<file path="config.mk">
export PLATFORM = sky130hd
export DESIGN_NAME = apb_rr_arbiter
export DESIGN_NICKNAME = d
export VERILOG_FILES = /design/src/rtl/apb_rr_arbiter.sv
export SDC_FILE = /design/constraint.sdc
export NUM_CORES = 1
export LEC_CHECK = 0
export CORE_AREA = 2 2 219 221
export DETAILED_ROUTE_END_ITERATION = 8
export DIE_AREA = 0 0 221 223
export PLACE_DENSITY = 0.33
export SLEW_MARGIN = 10
export SYNTH_ARGS = -nofsm -noshare
export SYNTH_HDL_FRONTEND = slang
export SYNTH_SLANG_ARGS = --single-unit
</file>
<file path="constraint.sdc">
create_clock -name pclk -period 2.65 [get_ports pclk]
set_input_delay 0.795 -clock pclk [delete_from_list [all_inputs] [get_ports pclk]]
set_output_delay 0.795 -clock pclk [all_outputs]
set_load 0.005 [all_outputs]
</file>
<file path="src/rtl/apb_rr_arbiter.sv">
// Round-robin N-to-1 APB5 arbiter that replays the granted requester's transfer on a single completer port.
// Define APB_ARB_TIMEOUT_EN to enable the ACCESS-phase watchdog that errors out stalled completer transfers.
`timescale 1ns/1ps
module apb_rr_arbiter #(
  parameter int NUM_REQR       = 3,
  parameter int ADDR_WIDTH     = 64,
  parameter int DATA_WIDTH     = 32,
  parameter int TIMEOUT_CYCLES = 16
) (
  input  logic                                pclk,
  input  logic                                preset,
  // requester side
  input  logic [NUM_REQR*ADDR_WIDTH-1:0]      reqr_paddr,
  input  logic [NUM_REQR*3-1:0]               reqr_pprot,
  input  logic [NUM_REQR-1:0]                 reqr_pnse,
  input  logic [NUM_REQR-1:0]                 reqr_psel,
  input  logic [NUM_REQR-1:0]                 reqr_penable,
  input  logic [NUM_REQR-1:0]                 reqr_pwrite,
  input  logic [NUM_REQR-1:0]                 reqr_pwakeup,
  input  logic [NUM_REQR*DATA_WIDTH-1:0]      reqr_pwdata,
  input  logic [NUM_REQR*(DATA_WIDTH/8)-1:0]  reqr_pstrb,
  output logic [NUM_REQR-1:0]                 reqr_pready,
  output logic [NUM_REQR-1:0]                 reqr_pslverr,
  output logic [NUM_REQR*DATA_WIDTH-1:0]      reqr_prdata,
  // completer side
  output logic [ADDR_WIDTH-1:0]               comp_paddr,
  output logic [2:0]                          comp_pprot,
  output logic                                comp_pnse,
  output logic                                comp_psel,
  output logic                                comp_penable,
  output logic                                comp_pwrite,
  output logic [DATA_WIDTH-1:0]               comp_pwdata,
  output logic [(DATA_WIDTH/8)-1:0]           comp_pstrb,
  output logic                                comp_pwakeup,
  input  logic                                comp_pready,
  input  logic                                comp_pslverr,
  input  logic [DATA_WIDTH-1:0]               comp_prdata
);

  localparam int GW = (NUM_REQR > 1) ? $clog2(NUM_REQR) : 1;
  localparam int CW = GW + 1;
  localparam int SW = DATA_WIDTH / 8;

  typedef enum logic [1:0] {IDLE, SETUP, ACCESS} state_t;

  state_t        state, state_nxt;
  logic [GW-1:0] g, rr, pick, g_inc;
  logic          any_req;
  logic          timeout;
  logic          done;

  // Requester penable is deliberately ignored: the arbiter sequences the completer itself.
  logic unused_penable;
  assign unused_penable = &{1'b0, reqr_penable};

  assign any_req = |reqr_psel;
  assign done    = comp_pready | timeout;

  // Gated by reset so every output is quiet while the fabric is held in reset.
  assign comp_pwakeup = (|reqr_pwakeup) & ~preset;

  // Round-robin search: first requesting index starting at rr, wrapping modulo NUM_REQR.
  always_comb begin
    logic [CW-1:0] sum;
    logic          found;
    // NOTE: every combinational output gets a default first so no path can infer a latch.
    pick  = rr;
    found = 1'b0;
    sum   = '0;
    for (int k = 0; k < NUM_REQR; k++) begin
      sum = {1'b0, rr} + CW'(k);
      if (sum >= CW'(NUM_REQR)) sum = sum - CW'(NUM_REQR);
      if (!found && reqr_psel[sum[GW-1:0]]) begin
        pick  = sum[GW-1:0];
        found = 1'b1;
      end
    end
  end

  always_comb begin
    if ({1'b0, g} == CW'(NUM_REQR - 1)) g_inc = '0;
    else                                g_inc = g + GW'(1);
  end

  // State register.
  always_ff @(posedge pclk or posedge preset) begin
    // NOTE: sequential state uses non-blocking assignments so all flops update together at the edge.
    if (preset) state <= IDLE;
    else        state <= state_nxt;
  end

  // Next-state logic.
  always_comb begin
    state_nxt = state;
    case (state)
      IDLE:    if (any_req) state_nxt = SETUP;
      SETUP:   state_nxt = ACCESS;
      ACCESS:  if (done) state_nxt = IDLE;
      default: state_nxt = IDLE;
    endcase
  end

  // Grant index and round-robin pointer.
  always_ff @(posedge pclk or posedge preset) begin
    if (preset) begin
      g  <= '0;
      rr <= '0;
    end else begin
      if (state == IDLE && any_req) g <= pick;
      if (state == ACCESS && done)  rr <= g_inc;
    end
  end

`ifdef APB_ARB_TIMEOUT_EN
  localparam int TW = $clog2(TIMEOUT_CYCLES + 1);
  logic [TW-1:0] wait_cnt;

  always_ff @(posedge pclk or posedge preset) begin
    if (preset)                              wait_cnt <= '0;
    else if (state == SETUP)                 wait_cnt <= '0;
    else if (state == ACCESS && !comp_pready) wait_cnt <= wait_cnt + TW'(1);
  end

  // Fires on the ACCESS cycle whose stall would bring the count to TIMEOUT_CYCLES.
  assign timeout = (state == ACCESS) && !comp_pready &&
                   (wait_cnt == TW'(TIMEOUT_CYCLES - 1));
`else
  localparam int unused_timeout_cycles = TIMEOUT_CYCLES;
  assign timeout = 1'b0;
`endif

  // Output logic: completer bus mux and response routing to the granted requester.
  always_comb begin
    comp_psel    = 1'b0;
    comp_penable = 1'b0;
    comp_paddr   = '0;
    comp_pprot   = '0;
    comp_pnse    = 1'b0;
    comp_pwrite  = 1'b0;
    comp_pwdata  = '0;
    comp_pstrb   = '0;
    reqr_pready  = '0;
    reqr_pslverr = '0;
    reqr_prdata  = '0;

    if (state != IDLE) begin
      comp_psel    = 1'b1;
      comp_penable = (state == ACCESS);
      comp_paddr   = reqr_paddr[int'(g)*ADDR_WIDTH +: ADDR_WIDTH];
      comp_pprot   = reqr_pprot[int'(g)*3 +: 3];
      comp_pnse    = reqr_pnse[g];
      comp_pwrite  = reqr_pwrite[g];
      comp_pwdata  = reqr_pwdata[int'(g)*DATA_WIDTH +: DATA_WIDTH];
      comp_pstrb   = reqr_pstrb[int'(g)*SW +: SW];
    end

    // A requester that dropped psel mid-transfer gets no response; a real pready beats the watchdog.
    if (state == ACCESS && done && reqr_psel[g]) begin
      reqr_pready[g]  = 1'b1;
      reqr_pslverr[g] = comp_pready ? comp_pslverr : 1'b1;
      reqr_prdata[int'(g)*DATA_WIDTH +: DATA_WIDTH] = comp_pready ? comp_prdata : '0;
    end
  end

endmodule

</file>
==> results.cfg, run 1 <==
[cts]
hold_buffers = 0
clockBufferDepth = 2
cts_tree = built
clkLatencyLatePin_ps = 230
htree_levels = 1
clk_transition_reported_paths_ps = 30
cts_buffers = 3
clock-sinks = 6
cts_root_buf = clkbuf_16

[global_routing]
track_usage_pct = 12.77
grt_overflow = 0
grt_pass1_wl_um = 48140
grt_antenna_before_repair = 1
grt_pass1_vias = 7496
grt_max_degree = 58

[die]
die_w_um = 221
fp.dieH_um = 223
core_um2 = 47150
dieArea_um2 = 49280
io_pins = 570
initial_utilization_pct = 8.179
fp-row-count = 80

[sta]
maxSlewViolCount = 0
clock.fmax_mhz = 327.9
maxSlewHeadroom_pct = 75.75
hold_violations = 0
worst_pin_slew_ps = 358.8
setup-violations-final = 191
finalSetupTns_ps = -37310
rsz0062_at_grt = true
period_needed_ps = 3050
post-route-period-util_pct = 115.1
fin_ws_ps = -399.6
clock_skew_ps = 1.580

[layout]
final_cell_count_no_fill = 2003
area_growth_pct = 211.6
antenna_cells = 0
nets = 1758
drive_above_1_share_pct = 35.66

[setup_path]
cp.arrival_ps = 2250
cp_max_fo = 5
start_kind = flip-flop
worst_ep_required_time_ps = 1860
endpoint_kind = output pin
critPathKind = reg2out

[placed_design]
dp_hpwl_um = 27050
place_congestion = 0.7994
port_buffers = 566
place_ws_ps = -876.0
place_inst = 1876

[outcome]
violations = setup timing
status = complete, but fails checks

[logic_synthesis]
yosysWarnings = 0
netlist_instances = 691
synth_ff_type = dfrtp_1
yosysMostFrequentCell = nor2_1
synth_seq_area_share_pct = 3.894
ys_top_cells_by_area = nor2_1 31%, mux2i_1 28%, a21oi_1 14%
ys_types = 32
synthesis.area_um2 = 3856
yosysTopAreaCellShare_pct = 30.76
async_flop_share_pct = 100.0
synth_edf_count = 0
synth_nets = 1059
ys_ff_latch = 6
yosysTopAreaCell = nor2_1
synth_common_cells = 316 x nor2_1, 108 x mux2i_1, 107 x a21oi_1, 35 x nand2_1, 24 x clkbuf_1
synth.avg_cell_area_um2 = 5.581

[detailed_routing]
routed_wl_um = 35950
wl_met2_um = 18960
highest_layer = met5
vias = 7448
ant_nets = 0
routedLengthMet1_um = 13770
firstDrtPassIters = 4
wl_met3_um = 2412
avgRoutedWirePerCell_um = 17.95
first_iter_violations = 146
drc = 0
routed_via_density = 3.718

[hold_path]
min-delay-path-class = reg2reg

[power]
vdd_drop_max_mv = 0.3642
powerDensity_nw_per_um2 = 770.1
leakagePower_nw = 5.506

[flow_run]
max-cap-violations = 0
[per-stage QoR]
stage | area, µm² | hold WS (ps) | power [mW] | utilization [%]
3_5_place_dp | 10700 | 592.4 | 7.674 | 22.70
4_1_cts | 11340 | 599.6 | 8.767 | 24.06
3_3_place_gp | 10700 | 591.9 | 7.752 | 22.70
6_report | 12020 | 595.7 | 9.253 | 25.49
2_1_floorplan | 3856 | 529.7 | 3.406 | -
5_1_grt | 12020 | 619.3 | 10.06 | 25.49
[sequential cells by signal (all words and copies together) (netlist names)]
name,count
g,2
state,2
rr,2
[report_power, final]
part	switching, mW	internal [mW]
logic	4.13	4.69
registers	0.0505	0.145
clock network	0.0496	0.194
total	4.23	5.03
[per-layer routing]
layer	vias to the layer above	track usage, %
li1	3672	-
met1	3379	13.70
met2	365	24.80
met3	30	3.306
met4	2	2.793
met5	-	0
[cell usage in the layout (no fill, tap or decap), drive strengths merged, types with 8 or more instances in the layout]
cell type / netlist / routed
clkdlybuf4s50: 0 / 349
nor2: 317 / 317
buf: 38 / 316
mux2i: 108 / 108
a21oi: 107 / 107
clkbuf: 24 / 72
nand2: 35 / 35
inv: 12 / 12
dlymetal6s2s: 0 / 10
dlygate4sd2: 0 / 8
ha: 8 / 8
[kinds of logic after synthesis]
group	count (synthesis)	synth area share, %
AOI/OAI and AO/OA	120	16.65
adders and majority gates	8	2.596
buffers and inverters	74	9.053
muxes	111	28.91
DFF	6	3.893
and+or+nand+nor	372	38.90
[cell type report]
| type | count | area (µm²) |
|---|---|---|
| flip-flops and latches | 6 | 157.7 |
| repair buffers | 756 | 7189 |
| clock buffers | 3 | 75.07 |
| well taps | 615 | 769.5 |
| fillers | 5355 | 35130 |
| inverters | 12 | 47.55 |
| multi-input cells | 611 | 3776 |
[critical path, cell delays in order (launching register included)]
cell,delay [ps]
dfrtp_4,500
buf_6,140
mux2_4,310
a22oi_4,250
nor2_8,60
buf_6,130
nand3_4,120
clkbuf_16,170
buf_6,100
buf_6,90
nor2_2,30
buf_2,130
[repair_timing]
item / CTS / global route
pin swaps: 13 / 79
resized for setup: 555 / 380
gates cloned: 13 / 9
setup endpoints to repair: 207 / 208
setup buffers: 46 / 75
[final timing paths]
check,from,endpoint,slack (ps),depth (start not counted)
max in group asynchronous,preset,g[0],1440,3
min in group asynchronous,preset,rr[0],970,3
hold / removal,rr[1],rr[1],600,1
hold reg to reg,rr[1],rr[1],600,1
setup / recovery,g[0],reqr_prdata[27],-400,11
setup reg to reg,rr[0],g[0],770,7
No activity file was read; power rests on OpenSTA's default activity.
==> run 2, diff against run 1 <==
ABC_AREA = 1   (was unset)
CORE_AREA = 2 2 223 225   (was 2 2 219 221)
DIE_AREA = 0 0 225 227   (was 0 0 221 223)
PLACE_DENSITY = 0.32   (was 0.33)
==> run 2 against run 1 <==
Net effect:
- the flow still finishes with violations (setup timing)
- area after synthesis rose by 1.9%
- sequential cell count did not move
- critical path depth rose by 1
- utilization fell by 0.70 points
- clock power barely moved
- first-iteration DRC count rose by 77%
- synthesized cell count rose by 25%
- hold slack got worse by 150 ps
==> results.cfg, run 2 <==
[outcome]
status = complete, but fails checks
violations = setup timing

[detailed_routing]
routed_wl_um = 39140
drc = 0
wl_met3_um = 2511
firstDrtPassIters = 5
ant_nets = 0
routedLengthMet1_um = 16530
highest_layer = met5
routed_via_density = 3.840
first_iter_violations = 259
vias = 8159
wl_met2_um = 19760
avgRoutedWirePerCell_um = 18.42

[power]
power_mw = 8.989
leakagePower_nw = 5.123
vdd_drop_max_mv = 0.2754
powerDensity_nw_per_um2 = 747.2

[logic_synthesis]
ys_ff_latch = 6
synth_common_cells = 314 x nor2_1, 159 x nand2_1, 110 x o21ai_0, 107 x a21oi_1, 43 x nand3_1
synthesis.area_um2 = 3931
yosysTopAreaCellShare_pct = 29.98
synth_seq_area_share_pct = 3.819
synth_edf_count = 0
synth.avg_cell_area_um2 = 4.555
yosysMostFrequentCell = nor2_1
synth_ff_type = dfrtp_1
async_flop_share_pct = 100.0
ys_top_cells_by_area = nor2_1 30%, nand2_1 15%, o21ai_0 14%
netlist_instances = 863
synth_nets = 1231
yosysTopAreaCell = nor2_1
ys_types = 26
yosysWarnings = 0

[setup_path]
critPathKind = in2out
rrSetupSlack_ps = 830
worst_ep_required_time_ps = 1860
r2r_cells = 8
cp.arrival_ps = 1990
r2r_start = rr[0]
reg2reg_to = g[0]
cp_max_fo = 6
endpoint_kind = output pin
start_kind = primary input

[cts]
hold_buffers = 0
htree_levels = 1
cts_root_buf = clkbuf_16
clockBufferDepth = 2
cts_buffers = 3
clock-sinks = 6
cts_tree = built
clk_transition_reported_paths_ps = 30
clkLatencyLatePin_ps = 230

[placed_design]
port_buffers = 566
post_dp_cell_area_um2 = 11070
place_congestion = 0.8197
dp_hpwl_um = 29990
place_inst = 2072

[sta]
maxSlewViolCount = 0
clock.fmax_mhz = 359.5
setup-violations-final = 85
maxSlewHeadroom_pct = 70.59
rsz0062_at_grt = true
hold_violations = 0
worst_pin_slew_ps = 439.1
fin_ws_ps = -131.4
post-route-period-util_pct = 105.0
period_needed_ps = 2781
clock_skew_ps = 2.562
finalSetupTns_ps = -6649

[die]
core_um2 = 48550
fp-row-count = 81
die_w_um = 225
fp.dieH_um = 227
initial_utilization_pct = 8.098
io_pins = 570
dieArea_um2 = 51080

[layout]
drive_above_1_share_pct = 34.86
antenna_cells = 0
final_common_cell = clkdlybuf4s50_1
reg.largest.list = g (2), rr (2), state (2)
layout_common_cells = 339 x clkdlybuf4s50_1, 203 x nor2_1, 155 x nand2_1, 120 x buf_2, 89 x a21oi_1
nets = 1873
area_growth_pct = 206.0
design_area_um2 = 12030
num-fill-cells = 5487
final_cell_count_no_fill = 2125

[flow_run]
max-cap-violations = 0

[global_routing]
grt_pass1_vias = 8062
grt_antenna_before_repair = 1
track_usage_pct = 13.91
grt_overflow = 0
grt_max_degree = 56
grt_pass1_wl_um = 53350

[hold_path]
min-delay-path-class = reg2reg
holdPathEnd = state[1]
whs_path_depth = 1
hold_start = state[1]
==> run 2: changes by cell type in the layout (fill, tap and decap cells not counted), sizes merged, moves of 3 or more <==
cell           before  now
mux2                3    0
nand2b              3    0
nand2              35  160
inv                12   21
nor2b               3    0
clkbuf             72   66
nand3               1   46
clkdlybuf4s50     349  339
buf               316  289
clkinv              0    3
mux2i             108    0
o21ai               2  111
==> run 2: cell families after synthesis <==
| logic type | Yosys count | share of synthesized area [%] |
|---|---|---|
| and+or+nand+nor | 529 | 53.66 |
| AOI/OAI and AO/OA | 220 | 28.33 |
| buffers and inverters | 100 | 11.65 |
| adders and majority gates | 8 | 2.546 |
| DFF | 6 | 3.819 |
==> run 2: power breakdown <==
part / internal (mW) / switching, mW
Sequential: 0.145 / 0.0659
Combinational: 3.99 / 4.54
Clock: 0.194 / 0.0518
Total: 4.33 / 4.66
==> run 2: stage by stage <==
step,worst slack (ps),hold slack [ps],utilization (%)
2_1_floorplan,102.8,423.1,-
3_3_place_gp,-973.5,434.2,22.80
3_5_place_dp,-994.9,447.6,22.80
4_1_cts,-232.0,451.7,23.65
5_1_grt,-205.8,486.9,24.78
6_report,-131.4,443.6,24.78
==> run 2: cell type report <==
class | count | area, µm² | area share (%)
tap | 622 | 778.2 | 6.469
sequential | 6 | 157.7 | 1.310
inverter | 24 | 121.4 | 1.009
timing repair buffer | 713 | 6749 | 56.10
clock buffer | 3 | 75.07 | 0.6240
multi-input combinational | 757 | 4149 | 34.49
==> run 2: repair_timing <==
action	CTS	global route
gates resized for setup	765	376
buffers inserted	21	20
cloned	10	4
setup endpoints to repair	208	196
hold endpoints to repair	0	0
pin swaps	46	75
==> run 2: worst max path at each step <==
| stage | start | endpoint | slack, ps |
|---|---|---|---|
| final | reqr_psel[1] | reqr_prdata[35] | -130 |
| after global routing | g[0] | reqr_prdata[68] | -210 |
| after CTS | g[0] | reqr_prdata[8] | -230 |
| after detailed placement | reqr_psel[1] | reqr_prdata[41] | -990 |
| after global placement | reqr_psel[1] | reqr_prdata[41] | -970 |
| after floorplan | g[0] | reqr_prdata[10] | 100 |
==> run 2: layer usage <==
metal | vias up | global-route usage [%]
li1 | 4070 | -
met1 | 3761 | 17.24
met2 | 306 | 25.58
met3 | 20 | 3.046
met4 | 2 | 0.8972
met5 | - | 0
==> run 2: worst max-delay path, cell delays in order <==
cell and delay (ps):
buf_8 80, inv_6 30, nand2_4 50, o211ai_4 70, o21ai_4 80, nand2_4 110, nor2_4 140, nand3_4 120
buf_12 160, buf_16 140, nor2_4 70, buf_2 130
